--- src/rtl/fetch_sequencer_pkg.sv ---
// Shared CPU control package for the instruction-fetch sequencer.
// Contents:
//   CPU_ADDR_W    - datapath width of PC/AR/IR and their load-data buses
//   WAIT_MAX_DEF  - default T1 wait budget before a memory timeout fault
//   CNT_W_DEF     - default width of the completed-fetch counter
//   fetch_state_t - fetch sequencer state encoding
package fetch_sequencer_pkg;

    localparam int CPU_ADDR_W   = 16;
    localparam int WAIT_MAX_DEF = 15;
    localparam int CNT_W_DEF    = 16;

    typedef enum logic [2:0] {
        ST_IDLE  = 3'd0,
        ST_T0    = 3'd1,
        ST_T1    = 3'd2,
        ST_T2    = 3'd3,
        ST_HALT  = 3'd4,
        ST_FAULT = 3'd5
    } fetch_state_t;

endpackage

--- src/rtl/fetch_sequencer_if.sv ---
// Bundle of the fetch sequencer's control, memory-handshake, register-strobe
// and decode-handshake signals.
// Modports:
//   master - the fetch sequencer (drives strobes, mem_rd, ir_valid, status)
//   slave  - the surrounding datapath / memory / decode environment
// Signals:
//   run, halt_req                 - fetch enable and permanent-stop request
//   pc_q                          - current PC register value
//   mem_rd / mem_rdy              - memory read request / data valid
//   ar_ld, ar_ld_data             - AR load strobe and data
//   ir_ld                         - IR load strobe
//   pc_inr, pc_ld, pc_ld_data     - PC increment / load strobes and load data
//   ir_valid / decode_ack         - IR ready for decode / decode consumed it
//   jmp_req, jmp_addr             - jump redirect on the decode ack
//   busy, fault, fetch_cnt        - status outputs
interface fetch_sequencer_if
    import fetch_sequencer_pkg::*;
#(
    parameter int ADDR_W = CPU_ADDR_W,
    parameter int CNT_W  = CNT_W_DEF
);
    logic              run;
    logic              halt_req;
    logic [ADDR_W-1:0] pc_q;
    logic              mem_rd;
    logic              mem_rdy;
    logic              ar_ld;
    logic [ADDR_W-1:0] ar_ld_data;
    logic              ir_ld;
    logic              pc_inr;
    logic              pc_ld;
    logic [ADDR_W-1:0] pc_ld_data;
    logic              ir_valid;
    logic              decode_ack;
    logic              jmp_req;
    logic [ADDR_W-1:0] jmp_addr;
    logic              busy;
    logic              fault;
    logic [CNT_W-1:0]  fetch_cnt;

    modport master (
        input  run, halt_req, pc_q, mem_rdy, decode_ack, jmp_req, jmp_addr,
        output mem_rd, ar_ld, ar_ld_data, ir_ld, pc_inr, pc_ld, pc_ld_data,
               ir_valid, busy, fault, fetch_cnt
    );

    modport slave (
        output run, halt_req, pc_q, mem_rdy, decode_ack, jmp_req, jmp_addr,
        input  mem_rd, ar_ld, ar_ld_data, ir_ld, pc_inr, pc_ld, pc_ld_data,
               ir_valid, busy, fault, fetch_cnt
    );

endinterface

--- src/rtl/fetch_wait_timer.sv ---
// Memory wait counter for the T1 state of the fetch sequencer.
// Ports:
//   clk, rst  - clock, synchronous active-high reset
//   clear     - restart the count at zero (issued in T0)
//   en        - count one waited cycle (T1 without mem_rdy)
//   expired   - count has reached WAIT_MAX
module fetch_wait_timer #(
    parameter int WAIT_MAX = 15
) (
    input  logic clk,
    input  logic rst,
    input  logic clear,
    input  logic en,
    output logic expired
);
    localparam int CW = $clog2(WAIT_MAX + 1);

    logic [CW-1:0] cnt;

    assign expired = (cnt == CW'(WAIT_MAX));

    // Holds at WAIT_MAX so the count can never wrap back to a small value.
    always_ff @(posedge clk) begin
        if (rst || clear) begin
            cnt <= '0;
        end else if (en && !expired) begin
            cnt <= cnt + CW'(1);
        end
    end

endmodule

--- src/rtl/fetch_sequencer.sv ---
// Instruction-fetch sequencer: drives the PC/AR/IR ld/inr strobes to run
// AR<-PC, M[AR] read, IR<-M[AR] with PC+1, then hands IR to decode.
// Supports jump on decode ack, permanent halt and a sticky memory timeout.
// Ports:
//   clk, rst  - clock, synchronous active-high reset (dominates everything)
//   bus       - fetch_sequencer_if master modport (handshakes, strobes, status)
module fetch_sequencer
    import fetch_sequencer_pkg::*;
#(
    parameter int ADDR_W   = CPU_ADDR_W,
    parameter int WAIT_MAX = WAIT_MAX_DEF,
    parameter int CNT_W    = CNT_W_DEF
) (
    input  logic              clk,
    input  logic              rst,
    fetch_sequencer_if.master bus
);
    fetch_state_t     state;
    logic [CNT_W-1:0] cnt;
    logic             in_t0;
    logic             in_t1;
    logic             in_t2;
    logic             wait_expired;

    assign in_t0 = (state == ST_T0);
    assign in_t1 = (state == ST_T1);
    assign in_t2 = (state == ST_T2);

    fetch_wait_timer #(.WAIT_MAX(WAIT_MAX)) u_wait (
        .clk     (clk),
        .rst     (rst),
        .clear   (in_t0),
        .en      (in_t1 && !bus.mem_rdy),
        .expired (wait_expired)
    );

    always_ff @(posedge clk) begin
        if (rst) begin
            state <= ST_IDLE;
            cnt   <= '0;
        end else begin
            case (state)
                ST_IDLE: if (bus.run) state <= ST_T0;
                ST_T0:   state <= ST_T1;
                ST_T1: begin
                    if (bus.mem_rdy) begin
                        state <= ST_T2;
                        cnt   <= cnt + CNT_W'(1);
                    end else if (wait_expired) begin
                        state <= ST_FAULT;
                    end
                end
                // Halt outranks stop; a jump on the same ack is still issued.
                ST_T2: begin
                    if (bus.decode_ack) begin
                        if (bus.halt_req)  state <= ST_HALT;
                        else if (!bus.run) state <= ST_IDLE;
                        else               state <= ST_T0;
                    end
                end
                ST_HALT:  state <= ST_HALT;
                ST_FAULT: state <= ST_FAULT;
                default:  state <= ST_IDLE;
            endcase
        end
    end

    // Moore outputs decoded from the state register.
    assign bus.ar_ld    = in_t0;
    assign bus.mem_rd   = in_t1;
    assign bus.ir_valid = in_t2;
    assign bus.busy     = in_t0 || in_t1 || in_t2;
    assign bus.fault    = (state == ST_FAULT);

    // Same-cycle strobes; masked by rst so a reset cycle never touches PC/IR.
    assign bus.ir_ld  = in_t1 && bus.mem_rdy && !rst;
    assign bus.pc_inr = in_t1 && bus.mem_rdy && !rst;
    assign bus.pc_ld  = in_t2 && bus.decode_ack && bus.jmp_req && !rst;

    assign bus.ar_ld_data = ADDR_W'(bus.pc_q);
    assign bus.pc_ld_data = ADDR_W'(bus.jmp_addr);
    assign bus.fetch_cnt  = cnt;

endmodule

--- src/flat_wrapper.sv ---
// flat-port wrapper written by rule: the top's interface ports become plain ports
module fetch_sequencer_flat import fetch_sequencer_pkg::*;
#(
    parameter int ADDR_W   = CPU_ADDR_W,
    parameter int WAIT_MAX = WAIT_MAX_DEF,
    parameter int CNT_W    = CNT_W_DEF
)
  (clk, rst, bus_run, bus_halt_req, bus_pc_q, bus_mem_rdy, bus_decode_ack, bus_jmp_req, bus_jmp_addr, bus_mem_rd, bus_ar_ld, bus_ar_ld_data, bus_ir_ld, bus_pc_inr, bus_pc_ld, bus_pc_ld_data, bus_ir_valid, bus_busy, bus_fault, bus_fetch_cnt);
  fetch_sequencer_if #(.ADDR_W(ADDR_W), .CNT_W(CNT_W)) bus_i ();
  input  logic clk;
  input  logic rst;
  input wire logic [$bits(bus_i.run)-1:0] bus_run;
  input wire logic [$bits(bus_i.halt_req)-1:0] bus_halt_req;
  input wire logic [$bits(bus_i.pc_q)-1:0] bus_pc_q;
  input wire logic [$bits(bus_i.mem_rdy)-1:0] bus_mem_rdy;
  input wire logic [$bits(bus_i.decode_ack)-1:0] bus_decode_ack;
  input wire logic [$bits(bus_i.jmp_req)-1:0] bus_jmp_req;
  input wire logic [$bits(bus_i.jmp_addr)-1:0] bus_jmp_addr;
  output wire logic [$bits(bus_i.mem_rd)-1:0] bus_mem_rd;
  output wire logic [$bits(bus_i.ar_ld)-1:0] bus_ar_ld;
  output wire logic [$bits(bus_i.ar_ld_data)-1:0] bus_ar_ld_data;
  output wire logic [$bits(bus_i.ir_ld)-1:0] bus_ir_ld;
  output wire logic [$bits(bus_i.pc_inr)-1:0] bus_pc_inr;
  output wire logic [$bits(bus_i.pc_ld)-1:0] bus_pc_ld;
  output wire logic [$bits(bus_i.pc_ld_data)-1:0] bus_pc_ld_data;
  output wire logic [$bits(bus_i.ir_valid)-1:0] bus_ir_valid;
  output wire logic [$bits(bus_i.busy)-1:0] bus_busy;
  output wire logic [$bits(bus_i.fault)-1:0] bus_fault;
  output wire logic [$bits(bus_i.fetch_cnt)-1:0] bus_fetch_cnt;
  assign bus_i.run = bus_run;
  assign bus_i.halt_req = bus_halt_req;
  assign bus_i.pc_q = bus_pc_q;
  assign bus_i.mem_rdy = bus_mem_rdy;
  assign bus_i.decode_ack = bus_decode_ack;
  assign bus_i.jmp_req = bus_jmp_req;
  assign bus_i.jmp_addr = bus_jmp_addr;
  assign bus_mem_rd = bus_i.mem_rd;
  assign bus_ar_ld = bus_i.ar_ld;
  assign bus_ar_ld_data = bus_i.ar_ld_data;
  assign bus_ir_ld = bus_i.ir_ld;
  assign bus_pc_inr = bus_i.pc_inr;
  assign bus_pc_ld = bus_i.pc_ld;
  assign bus_pc_ld_data = bus_i.pc_ld_data;
  assign bus_ir_valid = bus_i.ir_valid;
  assign bus_busy = bus_i.busy;
  assign bus_fault = bus_i.fault;
  assign bus_fetch_cnt = bus_i.fetch_cnt;
  fetch_sequencer #(.ADDR_W(ADDR_W), .WAIT_MAX(WAIT_MAX), .CNT_W(CNT_W)) u_core (.clk(clk), .rst(rst), .bus(bus_i));
endmodule
--- config.mk ---
export PLATFORM = sky130hd
export DESIGN_NAME = fetch_sequencer_flat
export DESIGN_NICKNAME = d
export VERILOG_FILES = /design/src/rtl/fetch_sequencer_pkg.sv /design/src/rtl/fetch_sequencer_if.sv /design/src/rtl/fetch_wait_timer.sv /design/src/rtl/fetch_sequencer.sv /design/src/flat_wrapper.sv
export SDC_FILE = /design/constraint.sdc
export NUM_CORES = 1
export LEC_CHECK = 0
export ABC_AREA = 1
export CAP_MARGIN = 20
export CELL_PAD_IN_SITES_DETAIL_PLACEMENT = 1
export CELL_PAD_IN_SITES_GLOBAL_PLACEMENT = 1
export CORE_MARGIN = 2
export CORE_UTILIZATION = 24
export CTS_CLUSTER_SIZE = 28
export DETAILED_ROUTE_END_ITERATION = 6
export GPL_TIMING_DRIVEN = 0
export PLACE_DENSITY = 0.82
export SYNTH_ARGS = -nofsm -noshare
export SYNTH_HDL_FRONTEND = slang
export SYNTH_HIERARCHICAL = 1
export SYNTH_SLANG_ARGS = --single-unit
export TNS_END_PERCENT = 1
--- constraint.sdc ---
create_clock -name clk -period 1.5 [get_ports clk]
set_input_delay 0.15 -clock clk [delete_from_list [all_inputs] [get_ports clk]]
set_output_delay 0.15 -clock clk [all_outputs]
set_load 0.01 [all_outputs]
### Word-level counts from Yosys, hierarchy flattened

Cells that the tools add are included.

* flip-flop bits (word level): 23
* word-level logic and storage cells: 37

* add/subtract/negate cells: 2
* equality and inequality tests: 9
* mux-type cells: 7
* reduce and logical (&&, ||, !) cells: 16

Operators with widths (number)
* 3-bit case mux with 6 select lines: 1
* 16-bit by 1-bit adder with 16-bit output (second input constant): 1
* 3-bit 2-to-1 mux: 5
* 1-bit logical AND: 7
* 3-bit by 2-bit equality test with 1-bit output (second input constant): 2
* 3-bit equality test (second input constant): 2
* 4-bit by 1-bit adder with 4-bit output (second input constant): 1
* 4-bit equality test (second input constant): 1
* 2-bit inequality test (second input constant): 2
* 3-bit by 1-bit equality test with 1-bit output (second input constant): 1
* 1-bit zero test: 3
* 3-bit zero test: 1
* 1-bit logical OR: 3
* 3-bit inequality test (second input constant): 1
* 3-bit AND reduction: 1
* 2-bit AND reduction: 1
* 1-bit 2-to-1 mux: 1

### Longest topological paths before layout

* depth after elaboration: 4
* depth in mapped cells: 10
* depth with buffers taken out: 9

### By module

The synthesis kept the hierarchy.

By module, submodules not included
* fetch_sequencer: times used 1, cells each 206, area each 1371.3 sq um, seq. area each 380.4 sq um
* fetch_wait_timer: times used 1, cells each 29, area each 200.2 sq um, seq. area each 80.1 sq um

### Worst setup path before layout

Ideal clock, no wire load.

* path kind: reg2reg
* from: reg u_core.cnt[0] (netlist: u_core/bus.fetch_cnt[0])
* to: reg u_core.cnt[10] (netlist: u_core/bus.fetch_cnt[10])
* arrival: 1225 ps
* slack: 165 ps
* stages on the path, launching flop included: 9
* path buffers: 0
* period minus slack after synthesis: 1335 ps
* cells stage by stage: dfxtp_1 > ha_1 > nand2_1 > nor2_2 > nand2_4 > nor2_1 > nand2_1 > nand2_1 > nor2_1

* cells in the longest elaborated chain, start to end: 1

Ends and longest elaborated chain
* from (decl): line fetch_sequencer.sv:19 `logic [CNT_W-1:0] cnt;`
* from (signal assigned): line fetch_sequencer.sv:48 `cnt <= cnt + CNT_W'(1);`
* 16-bit by 1-bit adder with 16-bit output: line fetch_sequencer.sv:48

No other way between the ends.
A chain may end at the register's enable or synchronous reset.

### Worst setup path in the final report

* from: reg u_core.state[2]
* to: out bus_mem_rd

* cells in the longest elaborated chain, start to end: 1

Ends and longest elaborated chain
* from (decl): line fetch_sequencer.sv:18 `fetch_state_t state;`
* from (signal assigned): line fetch_sequencer.sv:39 `state <= ST_IDLE;`
* from (signal assigned): line fetch_sequencer.sv:43 `ST_IDLE: if (bus.run) state <= ST_T0;`
* from (signal assigned): line fetch_sequencer.sv:44 `ST_T0: state <= ST_T1;`
* 3-bit by 2-bit equality test with 1-bit output: line fetch_sequencer.sv:26 `assign in_t1 = (state == ST_T1);`
* to (decl): line flat_wrapper.sv:19 `output wire logic [$bits(bus_i.mem_rd)-1:0] bus_mem_rd;`

No other way between the ends.

==> impl_metrics.ini <==
[placement]
port_buffers = 62
placed_cells = 374
dp_hpwl_mm = 3.52
place_congestion = 0.780

[worst_setup_path]
crit_path_start_kind = register
cp-end-kind = output pin
crit_type = reg2out
reg2reg_depth = 9
cp.required_ns = 1.35
regToRegSetupSlack_ns = 0.16
regToRegEndpoint = u_core/bus.fetch_cnt[12]$_SDFFE_PP0P_
path_max_fanout = 5
reg2reg_from = u_core/state[2]$_SDFFE_PP0P_
arrival_ns = 1.28

[timing]
period_share = 0.952
finalSetupTns_ns = 0
max_freq_mhz = 700
slew_viol_final = 0
slew_headroom = 0.817
whs_ns = 0.264
finalHoldViolations = 0
rsz0062_at_grt = true
finalClockSkew_ns = 0.00659
layout_min_cycle_time_ns = 1.43
finalSetupViolations = 0
worst_pin_slew_ns = 0.273

[floorplan]
num_io_pins = 95
coreArea_mm2 = 0.00635
die_w_um = 84.9
fp.dieH_um = 84.9
initial_core_util = 0.247
row_count = 29
dieArea_mm2 = 0.00721

[route]
drtIter0Drc = 20
drt_pass1_iterations = 4
postRouteAntennaNets = 0
routed_wirelength_mm = 4.37
viasPerCell = 4.34
wire_per_inst_um = 11.5
drc_errors = 0
dr_total_vias = 1654

[clocking]
clockRootBuffer = clkbuf_8
worstSkewPairLatency_ns = 0.27
h-tree-depth = 1
cts_buffers = 3
clock-sinks = 23
clkTransAtPathRegs_ns = 0.08
cts_tree = done
clockBufferDepth = 2

[synthesis]
synth_compound_area_frac = 0.0557
synthCells = 235
ys_seq_area_frac = 0.293
syn_nets = 276
synth_edf_count = 0
synth_top_family_by_area = simple AND/OR/NAND/NOR gates
async_reset_ff_frac = 0
synthMuxAreaShare = 0
post_synth_xor_area_fraction = 0.0167
synth-seq-cells = 23
netlist_area_mm2 = 0.00157
synthAdderAreaFrac = 0.0159
yosysUniqueCellTypes = 30
synthSimpleGateAreaFrac = 0.372
synthFlopType = dfxtp_1
post_synth.cell_area_avg_um2 = 6.69
yosysWarnings = 6

[grt]
grt_pass1_wl_mm = 7.11
grt_pass1_vias = 1616
antenna_found_initial = 0
grt_start_max_net_pins = 13
grt_overflow_total = 0
grt_usage = 0.120

[finish]
final_core_util = 0.379
antenna_cells = 0
area_delta_synth_final_pct = 53.1
drive_gt1_frac = 0.220
nets = 346
final_cell_mix = 52 x clkdlybuf4s50_1, 46 x nor2_1, 43 x nand2_1, 36 x buf_4, 27 x inv_1
final_cells = 381
layout_commonest_cell = clkdlybuf4s50_1

[pwr]
intPower_mw = 1.29
p_switching_mw = 0.737
pwr-share-seq = 0.359
p_leak_nw = 1.03
powerDensity_mw_per_mm2 = 843
power_frac_comb = 0.447
finalPower_mw = 2.03
swShare = 0.363
clkPwrFrac = 0.193
peakVddDrop_mv = 0.482

[job]
cap_violations = 0

[hold_path]
hp-class = in2reg
hold_depth = 3
hp-start = rst
whs_endpoint = u_core/bus.fetch_cnt[0]$_SDFFE_PP0P_

[run_status]
status = finished, final reports clean
-- registers in the layout, indices dropped and copies added (netlist names) --
signal	cells
u_core/bus.fetch_cnt	16
u_core/u_wait/cnt	4
u_core/state	3
-- cell type report --
class                           instances  area (um^2)
Buffer                                 36          289
Inverter                               33          129
Clock buffer                            4         45.0
Sequential cell                        23          465
Fill cell                             796         3940
Multi-Input combinational cell        143          738
Tap cell                               77         96.3
Timing Repair Buffer                   65          643
-- stage by stage --
step                      instance area, um^2  setup slack, ns
after floorplan                          1570            0.165
final                                    2410           0.0721
after CTS                                2390           0.0122
after detailed placement                 2290           -0.694
after global placement                   2290           -0.621
after global routing                     2410         -0.00519
-- power groups by stage --
stage	logic [mW]	registers [mW]	clock network (mW)
floorplan	0.543	0.726	0
detailed placement	0.887	0.734	0
finish	0.907	0.729	0.392
global route	0.994	0.744	0.433
CTS	0.900	0.728	0.407
global placement	0.858	0.731	0
-- repair_timing --
item | CTS | global route
buffers inserted | 3 | 0
gates resized for setup | 25 | 9
endpoints found under the hold margin | 0 | 0
hold buffers | 0 | 0
pin swaps | 1 | 1
endpoints found under the setup margin | 8 | 9
-- kinds of logic (layout without fill, tap and decap cells) --
logic type	count (synthesis)	after routing
simple gates	123	123
fa+ha+maj	2	2
compound gates	15	15
xor+xnor	3	3
flops	23	23
buf+inv	69	138
-- worst max-delay path, stage by stage, from the launching register on --
cell and delay, ns:
dfxtp_2 0.39, inv_4 0.07, buf_12 0.13, nand3_4 0.10, inv_1 0.05, dlygate4sd2_1 0.28
-- metal layers --
metal  global-route usage  wire length, um  part of all wire  vias to the layer above
li1                     -                -                 -                      830
met1                0.135             1720              0.39                      767
met2                0.223             2320              0.53                       53
met3               0.0243              278             0.064                        4
met4               0.0404               50             0.011                        0
met5                    0                0                 0                        -
-- synth_stat cells (2+ instances only) --
| library cell | number | share of area |
|---|---|---|
| a21oi_1 | 5 | 0.016 |
| ha_1 | 2 | 0.016 |
| nor2_2 | 3 | 0.012 |
| xnor2_1 | 2 | 0.011 |
| dfxtp_1 | 23 | 0.29 |
| nand4_1 | 5 | 0.020 |
| clkinv_1 | 2 | 0.0048 |
| buf_4 | 34 | 0.16 |
| o21ai_1 | 3 | 0.0096 |
| nor3_1 | 4 | 0.013 |
| inv_2 | 3 | 0.0072 |
| nor2_1 | 47 | 0.11 |
| o21ai_0 | 4 | 0.013 |
| nand2_1 | 43 | 0.10 |
| inv_1 | 28 | 0.067 |
| nand3_2 | 2 | 0.013 |
| nand2_2 | 2 | 0.0080 |
| nand3_1 | 11 | 0.035 |
-- how the worst max path moves through the flow --
stage	start	to	slack (ns)
global route	u_core/state[1]$_SDFFE_PP0P_	bus_ar_ld	-0.005
CTS	u_core/bus.fetch_cnt[0]$_SDFFE_PP0P_	u_core/bus.fetch_cnt[12]$_SDFFE_PP0P_	0.01
floorplan	u_core/bus.fetch_cnt[0]$_SDFFE_PP0P_	u_core/bus.fetch_cnt[10]$_SDFFE_PP0P_	0.17
global placement	rst	bus_pc_ld	-0.62
detailed placement	rst	bus_pc_ld	-0.69
finish	u_core/state[2]$_SDFFE_PP0P_	bus_mem_rd	0.07
(Power assumes the default switching activity.)
